[config.mk]
export PLATFORM = sky130hd
export DESIGN_NAME = data_src_gen
export DESIGN_NICKNAME = d
export VERILOG_FILES = /design/src/rtl/data_src_pkg.sv /design/src/rtl/data_src_lfsr16.sv /design/src/rtl/data_src_gen.sv
export SDC_FILE = /design/constraint.sdc
export NUM_CORES = 1
export LEC_CHECK = 0
export BUFFER_PORTS_ARGS = -buffer_cell sky130_fd_sc_hd__buf_2
export CAP_MARGIN = 20
export CORE_ASPECT_RATIO = 1.1
export CORE_MARGIN = 1.5
export CORE_UTILIZATION = 50
export CTS_BUF_LIST = sky130_fd_sc_hd__clkbuf_8
export CTS_CLUSTER_DIAMETER = 60
export CTS_CLUSTER_SIZE = 14
export DETAILED_ROUTE_END_ITERATION = 10
export PLACE_DENSITY = 0.83
export SYNTH_ARGS = -nofsm -noshare
export SYNTH_HDL_FRONTEND = slang
export SYNTH_HIERARCHICAL = 1
export SYNTH_SLANG_ARGS = --single-unit
[constraint.sdc]
create_clock -name clk -period 3.4 [get_ports clk]
set_input_delay 0.68 -clock clk [delete_from_list [all_inputs] [get_ports clk]]
set_output_delay 0.68 -clock clk [all_outputs]
set_load 0.01 [all_outputs]
[src/rtl/data_src_pkg.sv]
// Shared types, constants and helpers for the data source generator.
package data_src_pkg;

  // Beat-generation mode latched at burst start.
  typedef enum logic [1:0] {
    COUNT = 2'd0,
    LFSR  = 2'd1,
    CONST = 2'd2
  } mode_e;

  // Burst FSM states.
  typedef enum logic [1:0] {
    IDLE = 2'd0,
    RUN  = 2'd1,
    DONE = 2'd2
  } state_e;

  // Fibonacci taps x^16+x^14+x^13+x^11+1 -> bits 15,13,12,10.
  localparam logic [15:0] LFSR_TAPS         = 16'hB400;
  localparam logic [15:0] LFSR_SEED_DEFAULT = 16'h0001;

  // One LFSR shift: move left, feed parity of the tapped bits into bit 0.
  function automatic logic [15:0] lfsr_next(input logic [15:0] d);
    return {d[14:0], ^(d & LFSR_TAPS)};
  endfunction

  // Map the raw mode field; the reserved encoding behaves as CONST.
  function automatic mode_e decode_mode(input logic [1:0] m);
    mode_e r;
    case (m)
      2'd0:    r = COUNT;
      2'd1:    r = LFSR;
      2'd2:    r = CONST;
      default: r = CONST;
    endcase
    return r;
  endfunction

endpackage

[src/rtl/data_src_lfsr16.sv]
// Registered 16-bit Fibonacci LFSR. Holds the current beat value of an LFSR
// burst and presents the value that follows it, so the owner can load its
// own output register with exactly the same sequence.
module data_src_lfsr16
  import data_src_pkg::*;
(
  input  logic        clk,
  input  logic        reset_n,
  input  logic        load,
  input  logic        enable,
  input  logic [15:0] seed,
  output logic [15:0] q_next
);

  logic [15:0] lfsr_r;

  // LFSR state: load has priority over advance, otherwise hold.
  always_ff @(posedge clk or negedge reset_n) begin
    if (!reset_n) begin
      lfsr_r <= LFSR_SEED_DEFAULT;
    end else if (load) begin
      lfsr_r <= seed;
    end else if (enable) begin
      lfsr_r <= lfsr_next(lfsr_r);
    end else begin
      lfsr_r <= lfsr_r;
    end
  end

  assign q_next = lfsr_next(lfsr_r);

endmodule

[src/rtl/data_src_gen.sv]
// Burst data source: emits len beats of counter, LFSR or constant data over
// a valid/ready handshake. data is forced to zero outside an active burst.
module data_src_gen
  import data_src_pkg::*;
#(
  parameter int                DATA_W = 16,
  parameter int                LEN_W  = 8,
  parameter logic [DATA_W-1:0] STEP   = 16'h0001
) (
  input  logic              clk,
  input  logic              reset_n,
  input  logic              start,
  input  logic              abort,
  input  logic [1:0]        mode,
  input  logic [DATA_W-1:0] seed,
  input  logic [LEN_W-1:0]  len,
  output logic [DATA_W-1:0] data,
  output logic              valid,
  input  logic              ready,
  output logic              last,
  output logic              busy,
  output logic              done
);

  localparam logic [LEN_W-1:0] ONE_BEAT  = LEN_W'(1);
  localparam logic [LEN_W-1:0] TWO_BEATS = LEN_W'(2);
  localparam logic [LEN_W-1:0] NO_BEATS  = LEN_W'(0);

  logic [1:0]        rst_sync_r;
  logic              rst_n_s;

  state_e            state_r,      state_nxt_s;
  mode_e             mode_r,       mode_nxt_s;
  logic [LEN_W-1:0]  beats_left_r, beats_nxt_s;
  logic [DATA_W-1:0] data_r,       data_nxt_s;
  logic              valid_r,      valid_nxt_s;
  logic              last_r,       last_nxt_s;
  logic              busy_r,       busy_nxt_s;
  logic              done_r,       done_nxt_s;

  logic              handshake_s;
  logic [DATA_W-1:0] seed_eff_s;
  logic              lfsr_load_s;
  logic              lfsr_en_s;
  logic [15:0]       lfsr_q_next_s;

  // Reset synchronizer: asserts immediately, releases on a clock edge.
  always_ff @(posedge clk or negedge reset_n) begin
    if (!reset_n) begin
      rst_sync_r <= 2'b00;
    end else begin
      rst_sync_r <= {rst_sync_r[0], 1'b1};
    end
  end

  assign rst_n_s = rst_sync_r[1];

  data_src_lfsr16 u_lfsr (
    .clk     (clk),
    .reset_n (rst_n_s),
    .load    (lfsr_load_s),
    .enable  (lfsr_en_s),
    .seed    (seed_eff_s),
    .q_next  (lfsr_q_next_s)
  );

  // Next-state, beat counter and next output values.
  always_comb begin
    state_nxt_s = state_r;
    mode_nxt_s  = mode_r;
    beats_nxt_s = beats_left_r;
    data_nxt_s  = data_r;
    valid_nxt_s = valid_r;
    last_nxt_s  = last_r;
    busy_nxt_s  = busy_r;
    done_nxt_s  = 1'b0;
    lfsr_load_s = 1'b0;
    lfsr_en_s   = 1'b0;
    handshake_s = valid_r & ready;
    // An all-zero LFSR would lock up, so substitute the default seed.
    if ((decode_mode(mode) == LFSR) && (seed == 16'h0000)) begin
      seed_eff_s = LFSR_SEED_DEFAULT;
    end else begin
      seed_eff_s = seed;
    end

    case (state_r)
      IDLE: begin
        data_nxt_s  = 16'h0000;
        valid_nxt_s = 1'b0;
        last_nxt_s  = 1'b0;
        busy_nxt_s  = 1'b0;
        if (start) begin
          mode_nxt_s  = decode_mode(mode);
          beats_nxt_s = len;
          lfsr_load_s = 1'b1;
          if (len != NO_BEATS) begin
            state_nxt_s = RUN;
            data_nxt_s  = seed_eff_s;
            valid_nxt_s = 1'b1;
            busy_nxt_s  = 1'b1;
            last_nxt_s  = (len == ONE_BEAT);
          end else begin
            state_nxt_s = DONE;
            done_nxt_s  = 1'b1;
          end
        end else begin
          state_nxt_s = IDLE;
        end
      end

      RUN: begin
        if (abort) begin
          // A coincident handshake still counts; the burst simply stops.
          if (handshake_s) begin
            beats_nxt_s = beats_left_r - ONE_BEAT;
          end else begin
            beats_nxt_s = beats_left_r;
          end
          state_nxt_s = IDLE;
          data_nxt_s  = 16'h0000;
          valid_nxt_s = 1'b0;
          last_nxt_s  = 1'b0;
          busy_nxt_s  = 1'b0;
        end else if (handshake_s) begin
          beats_nxt_s = beats_left_r - ONE_BEAT;
          if (last_r) begin
            state_nxt_s = DONE;
            done_nxt_s  = 1'b1;
            data_nxt_s  = 16'h0000;
            valid_nxt_s = 1'b0;
            last_nxt_s  = 1'b0;
            busy_nxt_s  = 1'b0;
          end else begin
            last_nxt_s = (beats_left_r == TWO_BEATS);
            case (mode_r)
              COUNT: data_nxt_s = data_r + STEP;
              LFSR: begin
                data_nxt_s = lfsr_q_next_s;
                lfsr_en_s  = 1'b1;
              end
              CONST:   data_nxt_s = data_r;
              default: data_nxt_s = data_r;
            endcase
          end
        end else begin
          // Back-pressure: everything holds.
          state_nxt_s = RUN;
        end
      end

      DONE: begin
        state_nxt_s = IDLE;
        data_nxt_s  = 16'h0000;
        valid_nxt_s = 1'b0;
        last_nxt_s  = 1'b0;
        busy_nxt_s  = 1'b0;
      end

      default: begin
        state_nxt_s = IDLE;
        data_nxt_s  = 16'h0000;
        valid_nxt_s = 1'b0;
        last_nxt_s  = 1'b0;
        busy_nxt_s  = 1'b0;
      end
    endcase
  end

  // State, parameter and output registers.
  always_ff @(posedge clk or negedge rst_n_s) begin
    if (!rst_n_s) begin
      state_r      <= IDLE;
      mode_r       <= COUNT;
      beats_left_r <= NO_BEATS;
      data_r       <= 16'h0000;
      valid_r      <= 1'b0;
      last_r       <= 1'b0;
      busy_r       <= 1'b0;
      done_r       <= 1'b0;
    end else begin
      state_r      <= state_nxt_s;
      mode_r       <= mode_nxt_s;
      beats_left_r <= beats_nxt_s;
      data_r       <= data_nxt_s;
      valid_r      <= valid_nxt_s;
      last_r       <= last_nxt_s;
      busy_r       <= busy_nxt_s;
      done_r       <= done_nxt_s;
    end
  end

  assign data  = data_r;
  assign valid = valid_r;
  assign last  = last_r;
  assign busy  = busy_r;
  assign done  = done_r;

endmodule

Yosys cells after proc, flatten, opt, wreduce, memory -nomap -nowiden
Cells that the tools add are included.
Widths: inputs -> output; s select.

storage, ports and cells
  input bits = 31
  register bits = 49
  word-level logic and storage cells = 82

operators by class
  reductions and logical operators = 13
  equal/unequal tests = 12
  bitwise logic cells = 1
  add/subtract/negate cells = 2
  multiplexer cells = 45

operators by type and width
  kind                   number
  $mux 16                8
  $pmux 16 s2            2
  $mux 1                 22
  $add 16x1->16 const B  1
  $logic_not 16->1       1
  $mux 8                 2
  $pmux 8 s2             1
  $reduce_xor 16->1      1
  $mux 2                 5
  $eq 2x1->1 const B     4
  $eq 8x1->1 const B     1
  $eq 8x2->1 const B     1
  $pmux 2 s2             2
  $reduce_bool 8->1      1
  $sub 8x1->8 const B    1
  $logic_not 2->1        3
  $ne 3x3->1 const B     2
  $pmux 1 s2             3
  $reduce_and 2->1       3
  $ne 5x3->1 const B     1
  $ne 2x2->1 const B     2
  $ne 4x4->1 const B     1
  $reduce_bool 2->1      2
  $reduce_and 3->1       1
  2 further kinds        2

Logic depth before layout (Yosys ltp)
Gate-level depths: netlist of the first run.

  word-level depth = 8
  mapped depth = 11
  mapped depth without buffers = 7

By module
Netlist of the first run, hierarchy kept.

by module, submodules not included
  module           instances  cells an instance  area each (um2)
  data_src_gen     1          292                2230.9
  data_src_lfsr16  1          88                 877.1

Least setup slack after synthesis of the first run
No wires, ideal clock.

  path type = input port to flip-flop
  start = input abort
  end = register u_lfsr.lfsr_r[11]
  arrival time = 2407 ps
  data required time = 3265 ps
  setup slack = 858 ps
  stages = 10
  cell sequence = or3b_1 -> buf_6 -> or2_1 -> buf_6 -> buf_6 -> nor3_1 -> buf_4 -> buf_6 -> mux2i_1 -> o21ai_0

between the ends
  cells in the longest elaborated chain, start to end = 3

ends and longest elaborated chain
  what                                line                   text
  start: declaration                  data_src_gen.sv:13     input logic abort,
  $mux 1                              data_src_gen.sv:113    if (abort) begin
  $mux 1                              data_src_gen.sv:87     case (state_r)
  named net lfsr_en_s                 data_src_gen.sv:44     logic lfsr_en_s;
  $reduce_bool 2->1 (no source line)  n/a
  end signal: assignment              data_src_lfsr16.sv:24  lfsr_r <= lfsr_next(lfsr_r);
  end signal: assignment              data_src_lfsr16.sv:26  lfsr_r <= lfsr_r;
  end: declaration                    data_src_lfsr16.sv:15  logic [15:0] lfsr_r;

The timed path passes the listed nets, and every way through them passes these cells.
A chain may end at the register's enable or synchronous reset.

Worst setup path after layout of the first run
  start = register state_r[1]
  end = register u_lfsr.lfsr_r[0]

between the ends
  cells in the longest elaborated chain, start to end = 3

ends and longest elaborated chain
  what                                line                 text
  start: declaration                  data_src_gen.sv:32   state_e state_r, state_nxt_s;
  start signal: assignment            data_src_gen.sv:182  state_r <= state_nxt_s;
  $eq 2x1->1                          data_src_gen.sv:87
  $mux 1                              data_src_gen.sv:87
  named net lfsr_en_s                 data_src_gen.sv:44
  $reduce_bool 2->1 (no source line)  n/a

The timed path passes the listed nets, and every way through them passes these cells.

==> impl_summary.md, run 1 <==
Synthesis
The proportion of netlist area held by the largest area contributor is 38.65%. The number of nets in the synthesized netlist is 414. Synthesis instantiated 51 different standard cells from the library. In the synthesized netlist, the cells that appear most often are 48 x dfrtp_1, 44 x nor2_1, 39 x nand2_1, 39 x o21ai_0, 28 x a21oi_1.

The Yosys step of the flow raised 6 warnings. The average cell area after synthesis is 8.179 um2. Sequential cells were found to cover 39.49% of the synthesized design area. After synthesis, the cell types taking the most area are dfrtp_1 39%, o21ai_0 6.3%, mux2i_1 5.5%, nor2_1 5.3%, nand2_1 4.7%. The area of the mapped netlist is 0.003108 mm2. Yosys mapped a number of flops with a built-in enable equal to 0. The leading cell type by number of instances after synthesis is dfrtp_1. After synthesis the netlist holds a flip-flop and latch count of 49.

The async set-or-reset flop fraction in the synthesized netlist is 100.0%. dfrtp_1 takes more of the synthesized area than any other cell. The number of standard cells after synthesis is 380. The predominant post-synthesis flop cell is dfrtp_1.

Floorplanning
In this run the standard cell core region covers 0.005878 mm2. The die footprint is 0.006698 mm2. Measured along the x axis, the die boundary spans 78.17 um. The floorplan has 29 rows. The top-level port count is 51. In this run the vertical extent of the chip is 85.69 um. The effective utilization at floorplan is 52.87%.

Critical path
The signal on the critical path passes through or3b_1 -> or2_1 -> nor3_2 -> buf_4 -> nor2_1 -> a22o_1 -> a31o_1. The critical path is of the flip-flop to flip-flop type. The reg-to-reg setup timing slack is 800 ps. For the worst setup path, the data arrival time is 2840 ps. STA puts the critical path data required time at 3640 ps. The worst stage delay on the critical path is 530 ps. The critical-path maximum fanout is 17. The endpoint of the worst-slack reg-to-reg timing path is u_lfsr/lfsr_r[0].

Grouping stages by cell kind, the critical path spends the most delay in simple AND/OR/NAND/NOR gates. The worst reg-to-reg path cell count is 7. The number of buffers and inverters on the critical path is 1. The slowest stage of the critical path belongs to the cell or3b_1. The startpoint of the lowest-slack register-to-register path is state_r[1]. The kind of start point of the critical path is a flip-flop.

STA classifies the critical path endpoint as a flip-flop.

Final layout
The number of diodes is 0. The area of the multi-input gates is 0.001546 mm2. The final instance area is 0.003284 mm2. At the end of the flow the core is filled with cells to 55.87%. The total of fill cells in the finished design is 557.

The layout overhead on the synthesized area is 5.676%. Across the whole layout, storage elements account for 0.001229 mm2. Cells with a size suffix above 1 make up 17.18% of the layout.

The count of nets after finishing is 423.

Timing
The number of hold violations in the final report came to 0. Hold timing on the final database bottoms out at a slack of 143.8 ps. The number of pins with negative max-slew slack in the final report was 0. The final setup slack of the worst path is 796.3 ps.

For the pin with the worst max-slew slack, the measured transition is 870.6 ps. The final critical delay including setup and external delays is 2604 ps. The setup total negative slack is 0 ps.

The max-slew headroom at the worst pin is 41.96%. Setup violations remaining at the end of the flow were counted as 0. The final worst-path cycle share is 76.58%. The setup skew after layout is 8.764 ps. Derived from the worst setup path, the maximum achievable clock frequency is 384.1 MHz.

Setup repair after global routing left no endpoint under its margin.

Pwr
The power share of the clock group is 12.6%. The internal power of the cells is 1456 uW. In this run the power spent charging and discharging nets is 1180 uW. The total power divided by cell area is 802.7 mW/mm2.

The static power due to leakage is 0.001432 uW. The peak supply drop is 0.3645 mV. Per report_power, the sequential group accounts for 43.4% of the total.

Of the total power, the share spent switching nets is 44.76%. Of the total power, combinational logic draws 44.0%.

Global route
Entering global routing, the biggest net connects 48 pins. The initial antenna violation count is 0. The total global-route track usage is 21.68%. The number of global-route vias before repair is 2487. The global-route wire length before repair is 11.66 mm. After global routing the overflow that remains totals 0.

Clocking
The number of setup buffers added after CTS is 0. The post-cts hold buffer count is 0. In this run the clock root is driven by a clkbuf_8. The tree built by TritonCTS fans out to 49 sinks.

The CTS tree is yes. The clock latency reported for the late side of the worst-skew pair is 300 ps. Clock tree synthesis inserted a total of 5 buffers. The post-cts sizing count is 0. The H-tree generated during clock tree synthesis spans 2 levels. The buffer depth of the longest clock path is 2. Clock-pin slew was measured on the worst setup and hold paths at 90 ps.

Placement
The total of buffers placed on input and output ports is 50. The worst slack at placement is 581.9 ps. The placement-stage cell area is 0.003182 mm2.

After legalization and detailed placement, the total HPWL measured 5.162 mm. The final estimated routing congestion in global placement is 0.9028.

Routing
The final layout contains routed wiring with a total length of 7.164 mm. The number of remaining DRC errors is 0. The number of iterations in the first detailed-routing pass is 5. The ratio of routed vias to standard cells is 5.942. After detailed routing, the average wire length per cell comes to 15.34 um.

Detailed routing inserted a total of 2775 vias. The remaining number of nets flagged by the antenna check after routing is 0. The DRC violation total after the first TritonRoute iteration is 288.

Job
The tool flagged a number of max-cap violations equal to 0.

Min path
The path type of the worst min-delay path is input pin to async pin.

Outcome
The flow ran to the end, and the final reports show no timing, DRC or antenna violations.
-- per-layer routing --
layer | vias up | GRT usage (%) | routed length (um)
met1 | 1322 | 29.79 | 3242
met4 | 0 | 7.630 | 111
met5 | - | 0 | 0
li1 | 1318 | - | -
met3 | 12 | 3.298 | 403
met2 | 123 | 35.02 | 3406
-- sequential cells by signal, indices dropped and copies added (netlist names), 2 cells and up --
signal	count
beats_left_r	8
data	16
mode_r	2
rst_sync_r	2
state_r	2
u_lfsr/lfsr_r	16
-- power by group through the flow --
stage	Clock (uW)	Sequential, uW	Combinational [uW]
final	331	1140	1160
after global routing	360	1180	1310
after CTS	338	1140	1140
after detailed placement	0	1150	1140
after global placement	0	1140	1090
after floorplan	0	1110	970
-- cells in the final DEF, fill, tap and decap left out, drive strengths merged, types with 2 or more instances in the layout --
cell and instances:
or3 4, a221oi 3, a211oi 7, nand2b 5, xor2 8, or4 5, nor3 12, or2 2
o31ai 2, mux2i 17, buf 54, o21ai 43, nand2 39, xnor2 5, clkinv 2, nand3 8
a21oi 29, inv 11, clkbuf 5, nor4 8, nor2 44, nand4 4, dfrtp 48, ha 3
-- through the flow --
stage / power [uW] / instances
floorplan: 2077 / 380
global placement: 2228 / 458
detailed placement: 2285 / 458
CTS: 2622 / 466
global route: 2850 / 467
finish: 2636 / 467
-- logic make-up (layout without fill, tap and decap cells) --
| family | after synthesis | count (layout) | synth area share, % |
|---|---|---|---|
| fa+ha+maj | 3 | 3 | 1.208 |
| mux | 17 | 17 | 5.475 |
| simple gates | 136 | 136 | 20.37 |
| buf+inv | 62 | 72 | 10.91 |
| other cells | 1 | 1 | 0.1207 |
| flops | 49 | 49 | 39.49 |
| compound gates | 99 | 99 | 18.76 |
| xor+xnor | 13 | 13 | 3.663 |
-- worst register-to-register path, cell delays in order, from the launching register on --
cell and delay [ps]:
dfrtp_1 510, or3b_1 530, or2_1 500, nor3_2 230, buf_4 300, nor2_1 80, a22o_1 200, a31o_1 190
-- worst max path at each step --
stage | from | endpoint | slack (ps) | cells past startpoint
2_1_floorplan | abort | u_lfsr/lfsr_r[11] | 860 | 10
3_3_place_gp | abort | u_lfsr/lfsr_r[0] | 640 | 8
3_5_place_dp | abort | u_lfsr/lfsr_r[0] | 580 | 8
4_1_cts | state_r[1] | u_lfsr/lfsr_r[0] | 820 | 7
5_1_grt | state_r[1] | u_lfsr/lfsr_r[0] | 680 | 7
6_report | state_r[1] | u_lfsr/lfsr_r[0] | 800 | 7
-- final cells by class --
class,instances,share of cell area [%]
multi-input cells,269,47.09
inverters,10,1.143
flip-flops and latches,49,37.41
clock inverters,3,0.4190
well taps,77,2.933
repair buffers,54,8.914
clock buffers,5,2.095
Power figures use the tool's default switching activity.
==> run 2: changes to the inputs <==
--- a/config.mk
+++ b/config.mk
@@ -14,7 +14,7 @@
 export CTS_CLUSTER_DIAMETER = 60
 export CTS_CLUSTER_SIZE = 14
 export DETAILED_ROUTE_END_ITERATION = 10
-export PLACE_DENSITY = 0.83
+export PLACE_DENSITY = 0.86
 export SYNTH_ARGS = -nofsm -noshare
 export SYNTH_HDL_FRONTEND = slang
 export SYNTH_HIERARCHICAL = 1
==> constraint.sdc (replaced) <==
create_clock -name clk -period 2.1 [get_ports clk]
set_input_delay 0.42 -clock clk [delete_from_list [all_inputs] [get_ports clk]]
set_output_delay 0.42 -clock clk [all_outputs]
set_load 0.01 [all_outputs]
==> impl_summary.md, run 2 (synthesis gave the netlist of run 1 again) <==
Global route
The largest net degree at the start of global routing is 36 (-25%). The number of global-route vias before repair is 2802 (+13%). The initial antenna violation count is 0 (unchanged). The total global routing overflow is 0 (unchanged). The total global-route track usage was 24.76% (+3.1 points). The global-route wire length before repair was 13.14 mm (+13%).

Floorplanning
The effective utilization at floorplan is 52.87% (unchanged). The die boundary height is 85.69 um (unchanged). The die footprint is 0.006698 mm2 (unchanged). The top-level port count is 51 (unchanged). The floorplan core area is 0.005878 mm2 (unchanged). The number of rows created at floorplan is 29 (unchanged).

The die extent in x is 78.17 um (unchanged).

Clocking
The buffer depth of the longest clock path is 2 (unchanged). The clock latency reported for the late side of the worst-skew pair is 310 ps (about the same). The tree is rooted in a clkbuf_8. The CTS tree is yes. The clock-pin slew reported for the worst setup and hold paths after clock tree synthesis was 100 ps (about the same). The post-CTS repair timing setup buffer count came to 0 (unchanged). The TritonCTS buffer count is 5 (unchanged).

The deepest level of the CTS H-tree came to 2 (unchanged). The number of sinks on the clock net is 49 (unchanged).

Critical path
The slowest stage of the critical path belongs to the cell dfrtp_1. The kind of start point of the critical path is a flip-flop. STA classifies the critical path endpoint as a flip-flop. The endpoint required time on the critical path is 2340 ps (-1300 ps).

The startpoint identified for the worst register-to-register timing path is state_r[0]. The critical path goes through or3b_1 -> or2_1 -> nor3_2 -> buf_12 -> nor2_1 -> a22o_1 -> a31o_1. The worst stage delay on the critical path is 440 ps (-90 ps).

The arrival time reported for the critical path endpoint is 2220 ps (-620 ps). The critical-path maximum fanout is 17 (unchanged). The critical path starts at state_r[0]. The critical path in this run is classified as flip-flop to flip-flop.

Routing
The number of iterations in the first detailed-routing pass was 5 (unchanged). The remaining number of nets flagged by the antenna check after routing is 0 (unchanged). The ratio of routed vias to standard cells is 5.958 (+0.27%). The number of vias in the routed layout was 2860 (+3.1%). The DRC violation total after the first TritonRoute iteration is 190 (-34%). The total length of routed wires is 7.875 mm (+9.9%).

The number of remaining DRC errors is 0 (unchanged). The mean routed wirelength per cell came to 16.41 um (+6.9%).

Final layout
The most common library cell in the layout ignoring fill and taps is buf_2. The final instance area is 0.003383 mm2 (+3.0%). Compared with the post-synthesis result, the final layout area differs by 8.857%. The library cells used most frequently in the layout, excluding fill and tap cells, are 50 x buf_2, 47 x dfrtp_1, 44 x nor2_1, 39 x nand2_1, 32 x o21ai_0. The ratio of cells with drive above 1 in the final layout came to 19.35% (+2.2 points). The final cell utilization of the core is 57.56% (+1.7 points).

The count of nets after finishing came to 436 (+3.1%). The area of the multi-input gates is 0.001546 mm2 (unchanged). The number of diodes is 0 (unchanged). The register area came to 0.001229 mm2 (unchanged).

The total of fill cells in the finished design is 540 (-3.1%).

Placement
The final estimated routing congestion in global placement was 0.9102 (+0.82%). The detailed-placement wirelength estimate is 5.870 mm (+14%). The total of buffers placed on input and output ports is 50 (unchanged). The placement-stage cell area was 0.003292 mm2 (+3.5%).

Pwr
The power share of the clock group is 12.1% (-0.5 points). The fraction of power spent switching nets is 45.13% (+0.37 points). The sequential group share of total power is 42.5% (-0.9 points). The fraction of power consumed by combinational cells was 45.4% (+1.4 points). The total power divided by cell area came to 1308 mW/mm2 (+63%). The peak supply drop came to 0.6103 mV (+67%).

The total power is 4426 uW (+68%). The static power due to leakage is 0.001496 uW (+4.5%). The switching power total is 1997 uW (+69%).

The internal power of the cells is 2429 uW (+67%).

Timing
The final setup violation count was 0 (unchanged). The top achievable clock speed was 502.9 MHz (+31%). The number of pins with negative max-slew slack in the final report is 0 (unchanged). The max-slew headroom at the worst pin is 43.37% (+1.4 points). The slew at the pin closest to its max-slew limit is 849.5 ps (-21.05 ps). Setup repair after global routing left no endpoint under its margin. The number of hold violations in the final report is 0 (unchanged). The setup skew after layout is 12.20 ps (+3.438 ps).

The final critical delay including setup and external delays is 1988 ps (-615.2 ps). The final worst-path cycle share is 94.69% (+18 points).

Outcome
The flow ran to the end, and the final reports show no timing, DRC or antenna violations.

Job
The reported max-cap violation count was 0 (unchanged).

Min path
The path class of the tightest hold or removal check is flip-flop to async pin.
-- run 2: changes by cell type in the layout (fill, tap and decap cells not counted), sizes merged --
cell         before  now
clkinv            2    1
inv              11   12
buf              54   66
dlygate4sd3       0    1
-- run 2: repair_timing --
action,in CTS,in global routing
resized for setup,0,0
hold buffers,1,0
hold endpoints to repair,2,0
-- run 2: stage by stage --
stage / hold WS, ps / setup WS, ps / setup TNS [ps] / instances
after detailed placement: 208.2 / 26.14 / 0 / 471
after global placement: 205.3 / 49.70 / 0 / 471
after CTS: 312.3 / 138.4 / 0 / 480
final: 287.5 / 111.5 / 0 / 480
after floorplan: 124.4 / -173.8 / -1876 / 380
after global routing: 311.2 / 11.79 / 0 / 480
-- run 2: area by class of cell --
cell class	count	share of cell area, %
flip-flops and latches	49	36.32
clock buffers	5	2.034
well taps	77	2.848
inverters	10	1.109
repair buffers	67	11.61
multi-input cells	269	45.71
clock inverters	3	0.3698
-- run 2: routing by layer --
layer  vias to the layer above  wire length [um]  track usage (%)
li1                       1345                 -                -
met1                      1373              3457            32.29
met2                       120              3775            39.92
met3                        22               446            4.574
met4                         0               195            11.69
met5                         -                 0                0
-- run 2: critical path: cells and delay by family (launching register included) --
family	cells	cell delay (ps)
AOI/OAI and AO/OA	2	390
buffers and inverters	1	200
DFF	1	440
and+or+nand+nor	4	870
-- run 2: worst paths after layout --
check / to / slack, ps / depth (start not counted)
max reg2reg: u_lfsr/lfsr_r[0] / 110 / 7
min: u_lfsr/lfsr_r[6] / 290 / 0
min in group clk: mode_r[1] / 320 / 3
max: u_lfsr/lfsr_r[0] / 110 / 7
min reg2reg: u_lfsr/lfsr_r[6] / 290 / 0
max in group asynchronous: u_lfsr/lfsr_r[0] / 1140 / 1
-- run 2: power groups by stage --
stage          registers (uW)  logic [uW]  clock network, uW
3_5_place_dp             1880        1970                  0
3_3_place_gp             1850        1890                  0
2_1_floorplan            1790        1590                  0
5_1_grt                  1950        2230                585
6_report                 1880        2010                535
4_1_cts                  1870        1980                539
==> run 3: changes to the inputs <==
--- a/config.mk
+++ b/config.mk
@@ -17,5 +17,4 @@
 export PLACE_DENSITY = 0.86
 export SYNTH_ARGS = -nofsm -noshare
 export SYNTH_HDL_FRONTEND = slang
-export SYNTH_HIERARCHICAL = 1
 export SYNTH_SLANG_ARGS = --single-unit
==> impl_summary.md, run 3 <==
Timing
The final worst-path cycle share is 93.05% (-1.6 points). The final setup violation count is 0 (unchanged). The max-slew headroom at the worst pin was 60.25% (+17 points). The final critical delay including setup and external delays is 1954 ps (-34.43 ps). The setup skew after layout is 14.86 ps (+2.657 ps).

Setup repair after global routing left no endpoint under its margin. The final setup slack of the worst path is 145.9 ps (+34.43 ps). The number of pins with negative max-slew slack in the final report was 0 (unchanged).

The top achievable clock speed is 511.8 MHz (+1.8%). The slew at the pin closest to its max-slew limit is 596.3 ps (-253.2 ps). The number of hold violations in the final report is 0 (unchanged). The setup total negative slack is 0 ps (unchanged).

Clocking
The TritonCTS buffer count is 5 (unchanged). The clock-pin slew reported for the worst setup and hold paths after clock tree synthesis is 90 ps (about the same). The CTS tree is yes. The clock latency reported for the late side of the worst-skew pair is 300 ps (about the same).

The post-cts hold buffer count came to 1 (unchanged). The deepest level of the CTS H-tree is 2 (unchanged). The number of sinks on the clock net is 49 (unchanged).

The buffer depth of the longest clock path is 2 (unchanged). The root buffer cell chosen for the clock tree is clkbuf_8. The post-cts sizing count came to 0 (unchanged). The post-CTS repair timing setup buffer count is 0 (unchanged).

Routing
The remaining number of nets flagged by the antenna check after routing is 0 (unchanged). The ratio of routed vias to standard cells is 5.898 (-1.0%). The number of remaining DRC errors is 0 (unchanged). The DRC violation total after the first TritonRoute iteration is 174 (-8.4%). The number of iterations in the first detailed-routing pass is 4 (-1). The number of vias in the routed layout came to 2654 (-7.2%). The total length of routed wires is 7.191 mm (-8.7%).

The mean routed wirelength per cell is 15.98 um (-2.6%).

Critical path
The startpoint of the lowest-slack register-to-register path is state_r[1]. The arrival time reported for the critical path endpoint is 2180 ps (-40 ps). The worst stage delay on the critical path is 490 ps (+50 ps). The reg-to-reg setup timing slack is 150 ps (+30 ps). In this run the critical register-to-register path is captured at data[8].

The worst setup path is launched from a flip-flop. The critical-path maximum fanout came to 10 (-7). The element type at the critical path end is a flip-flop. The signal on the critical path passes through or3b_1 -> a31oi_2 -> buf_4 -> a21oi_1 -> a22oi_1. The worst reg-to-reg path cell count is 5 (-2). On the critical path, the stage with the largest delay is an instance of dfrtp_1. The critical path is of the flip-flop to flip-flop type.

The endpoint required time on the critical path was 2320 ps (-20 ps).

Global route
The total global routing overflow is 0 (unchanged). The number of global-route vias before repair is 2537 (-9.5%). The global-route wire length before repair was 11.95 mm (-9.0%). The total global-route track usage is 25.10% (+0.34 points). The initial antenna violation count was 0 (unchanged).

The largest net degree at the start of global routing came to 35 (-2.8%).

Placement
The number of placed instances, taps included is 441 (-6.4%). The worst slack at placement is 120.2 ps (+94.04 ps). The final estimated routing congestion in global placement is 0.9116 (+0.15%). The total of buffers placed on input and output ports is 50 (unchanged). The detailed-placement wirelength estimate is 5.399 mm (-8.0%).

Final layout
The final cell utilization of the core was 61.84% (+4.3 points). The area of the multi-input gates was 0.001515 mm2 (-2.0%). The number of cells in the finished layout apart from fillers is 450 (-6.3%). The library cell used most frequently in the layout, excluding fill and tap cells, is buf_2.

The number of diodes came to 0 (unchanged). The register area is 0.001229 mm2 (unchanged). The total of fill cells in the finished design is 494 (-8.5%). In the layout the commonest cells are 50 x buf_2, 47 x dfrtp_1, 37 x o21ai_0, 33 x nand2_1, 23 x a21oi_1. The ratio of cells with drive above 1 in the final layout was 22.67% (+3.3 points). The layout overhead on the synthesized area is 17.84%. The count of nets after finishing was 408 (-6.4%).

Synthesis
The post-synthesis cell type with the largest combined area is dfrtp_1. The area of the mapped netlist is 0.002868 mm2 (-7.7%). The average cell area after synthesis was 9.162 um2 (+12%). The predominant post-synthesis flop cell is dfrtp_1. The number of standard cells after synthesis is 313 (-18%). The proportion of netlist area held by the largest area contributor is 41.88% (+3.2 points).

The count of synthesis-stage warnings from yosys is 0 (-6). The adder and majority cell fraction of the synthesized area is 1.309% (+0.10 points). The portion of netlist area occupied by mux cells is 5.585% (+0.11 points).

The xor and xnor area share after synthesis is 4.276% (+0.61 points). The post-synthesis cell type count is 52 (+2.0%). Sorting the synthesized cells by how often they occur yields 48 x dfrtp_1, 37 x o21ai_0, 33 x nand2_1, 23 x a21oi_1, 18 x nor2_1. The sequential-to-total area share from yosys stat is 42.80% (+3.3 points).

The async set-or-reset flop fraction in the synthesized netlist was 100.0% (unchanged). By instance count, the leading cell after synthesis is dfrtp_1. The compound-gate portion of the synthesized area was 22.25% (+3.5 points). The total of flip-flops plus latches after synthesis was 49 (unchanged). The number of enable flip-flop cells after synthesis was 0 (unchanged).

The post-synthesis share of cell area spent on and, or, nand and nor gates is 19.07% (-1.3 points). The net count of the mapped netlist came to 347 (-16%). The main combinational cell family by area after synthesis is compound AO/OA/AOI/OAI gates. Sorting the synthesized cells by area gives the leading types as dfrtp_1 42%, o21ai_0 6.5%, mux2i_1 5.6%, nand2_1 4.3%, a21oi_1 4.0%.

Floorplanning
The number of rows created at floorplan is 28 (-3.4%). The floorplan core area is 0.005465 mm2 (-7.0%). The die boundary height is 82.43 um (-3.8%). The die extent in x was 75.21 um (-3.8%).

The effective utilization at floorplan came to 52.47% (-0.40 points). The die footprint came to 0.006200 mm2 (-7.4%). The top-level port count is 51 (unchanged).

Pwr
The static power due to leakage is 0.001432 uW (-4.3%). The peak supply drop is 0.8902 mV (+46%). The total power divided by cell area is 1279 mW/mm2 (-2.3%).

Outcome
The run finished with clean final reports.

Job
The reported max-cap violation count came to 0 (unchanged).

Min path
The path type of the worst min-delay path is flip-flop to async pin.
## run 3: cell types whose count changed in the layout (fill, tap and decap cells not counted), moves of 6 or more
cell | previous run | this run
nor2_1 | 44 | 18
xnor2_1 | 5 | 11
nand2_1 | 39 | 33
a221o_1 | 1 | 8
a211oi_1 | 7 | 1
## run 3: cell families (layout without fill, tap and decap cells)
kind of cell	after synthesis	count (layout)
other	1	1
XOR/XNOR	14	14
buffers and inverters	24	86
multiplexers	16	16
AO/OA/AOI/OAI	103	103
AND/OR/NAND/NOR	103	103
flip-flops	49	49
adder cells (fa/ha/maj)	3	3
## run 3: how the worst max path moves through the flow
stage,from,to,slack [ps],cells past startpoint
6_report,state_r[1],data[8],150,5
5_1_grt,state_r[1],data[8],20,5
4_1_cts,state_r[1],data[8],150,5
3_5_place_dp,abort,u_lfsr.lfsr_r[2],120,6
3_3_place_gp,abort,u_lfsr.lfsr_r[6],160,6
2_1_floorplan,last,u_lfsr.lfsr_r[6],200,6
## run 3: worst max-delay path, delay by kind of cell (launching register included)
family,cells,cell delay [ps]
buf+inv,1,270
flops,1,490
compound gates,3,680
simple gates,1,430
## run 3: through the flow
stage | hold WS (ps) | power [uW] | cell area, um2
floorplan | 124.4 | 3077 | 2868
CTS | 299.1 | 4315 | 3379
detailed placement | 206.7 | 3775 | 3286
global placement | 205.4 | 3667 | 3286
finish | 279.4 | 4321 | 3379
global route | 336.4 | 4679 | 3379
## run 3: where the power goes
group | switching (uW) | internal, uW
sequential | 451 | 1340
clock | 311 | 227
combinational | 1120 | 875
## run 3: layout make-up
type | count | share of cell area, %
Multi-Input combinational cell | 240 | 44.84
Sequential cell | 49 | 36.36
Timing Repair Buffer | 70 | 12.66
Tap cell | 75 | 2.777
Clock buffer | 5 | 2.036
Inverter | 8 | 0.8886
Clock inverter | 3 | 0.4443
## run 3: metal layers
layer,share of wire [%],track usage (%)
met1,44,33.46
met2,49,41.59
met3,5.9,4.733
met4,1.3,7.321
met5,0,0
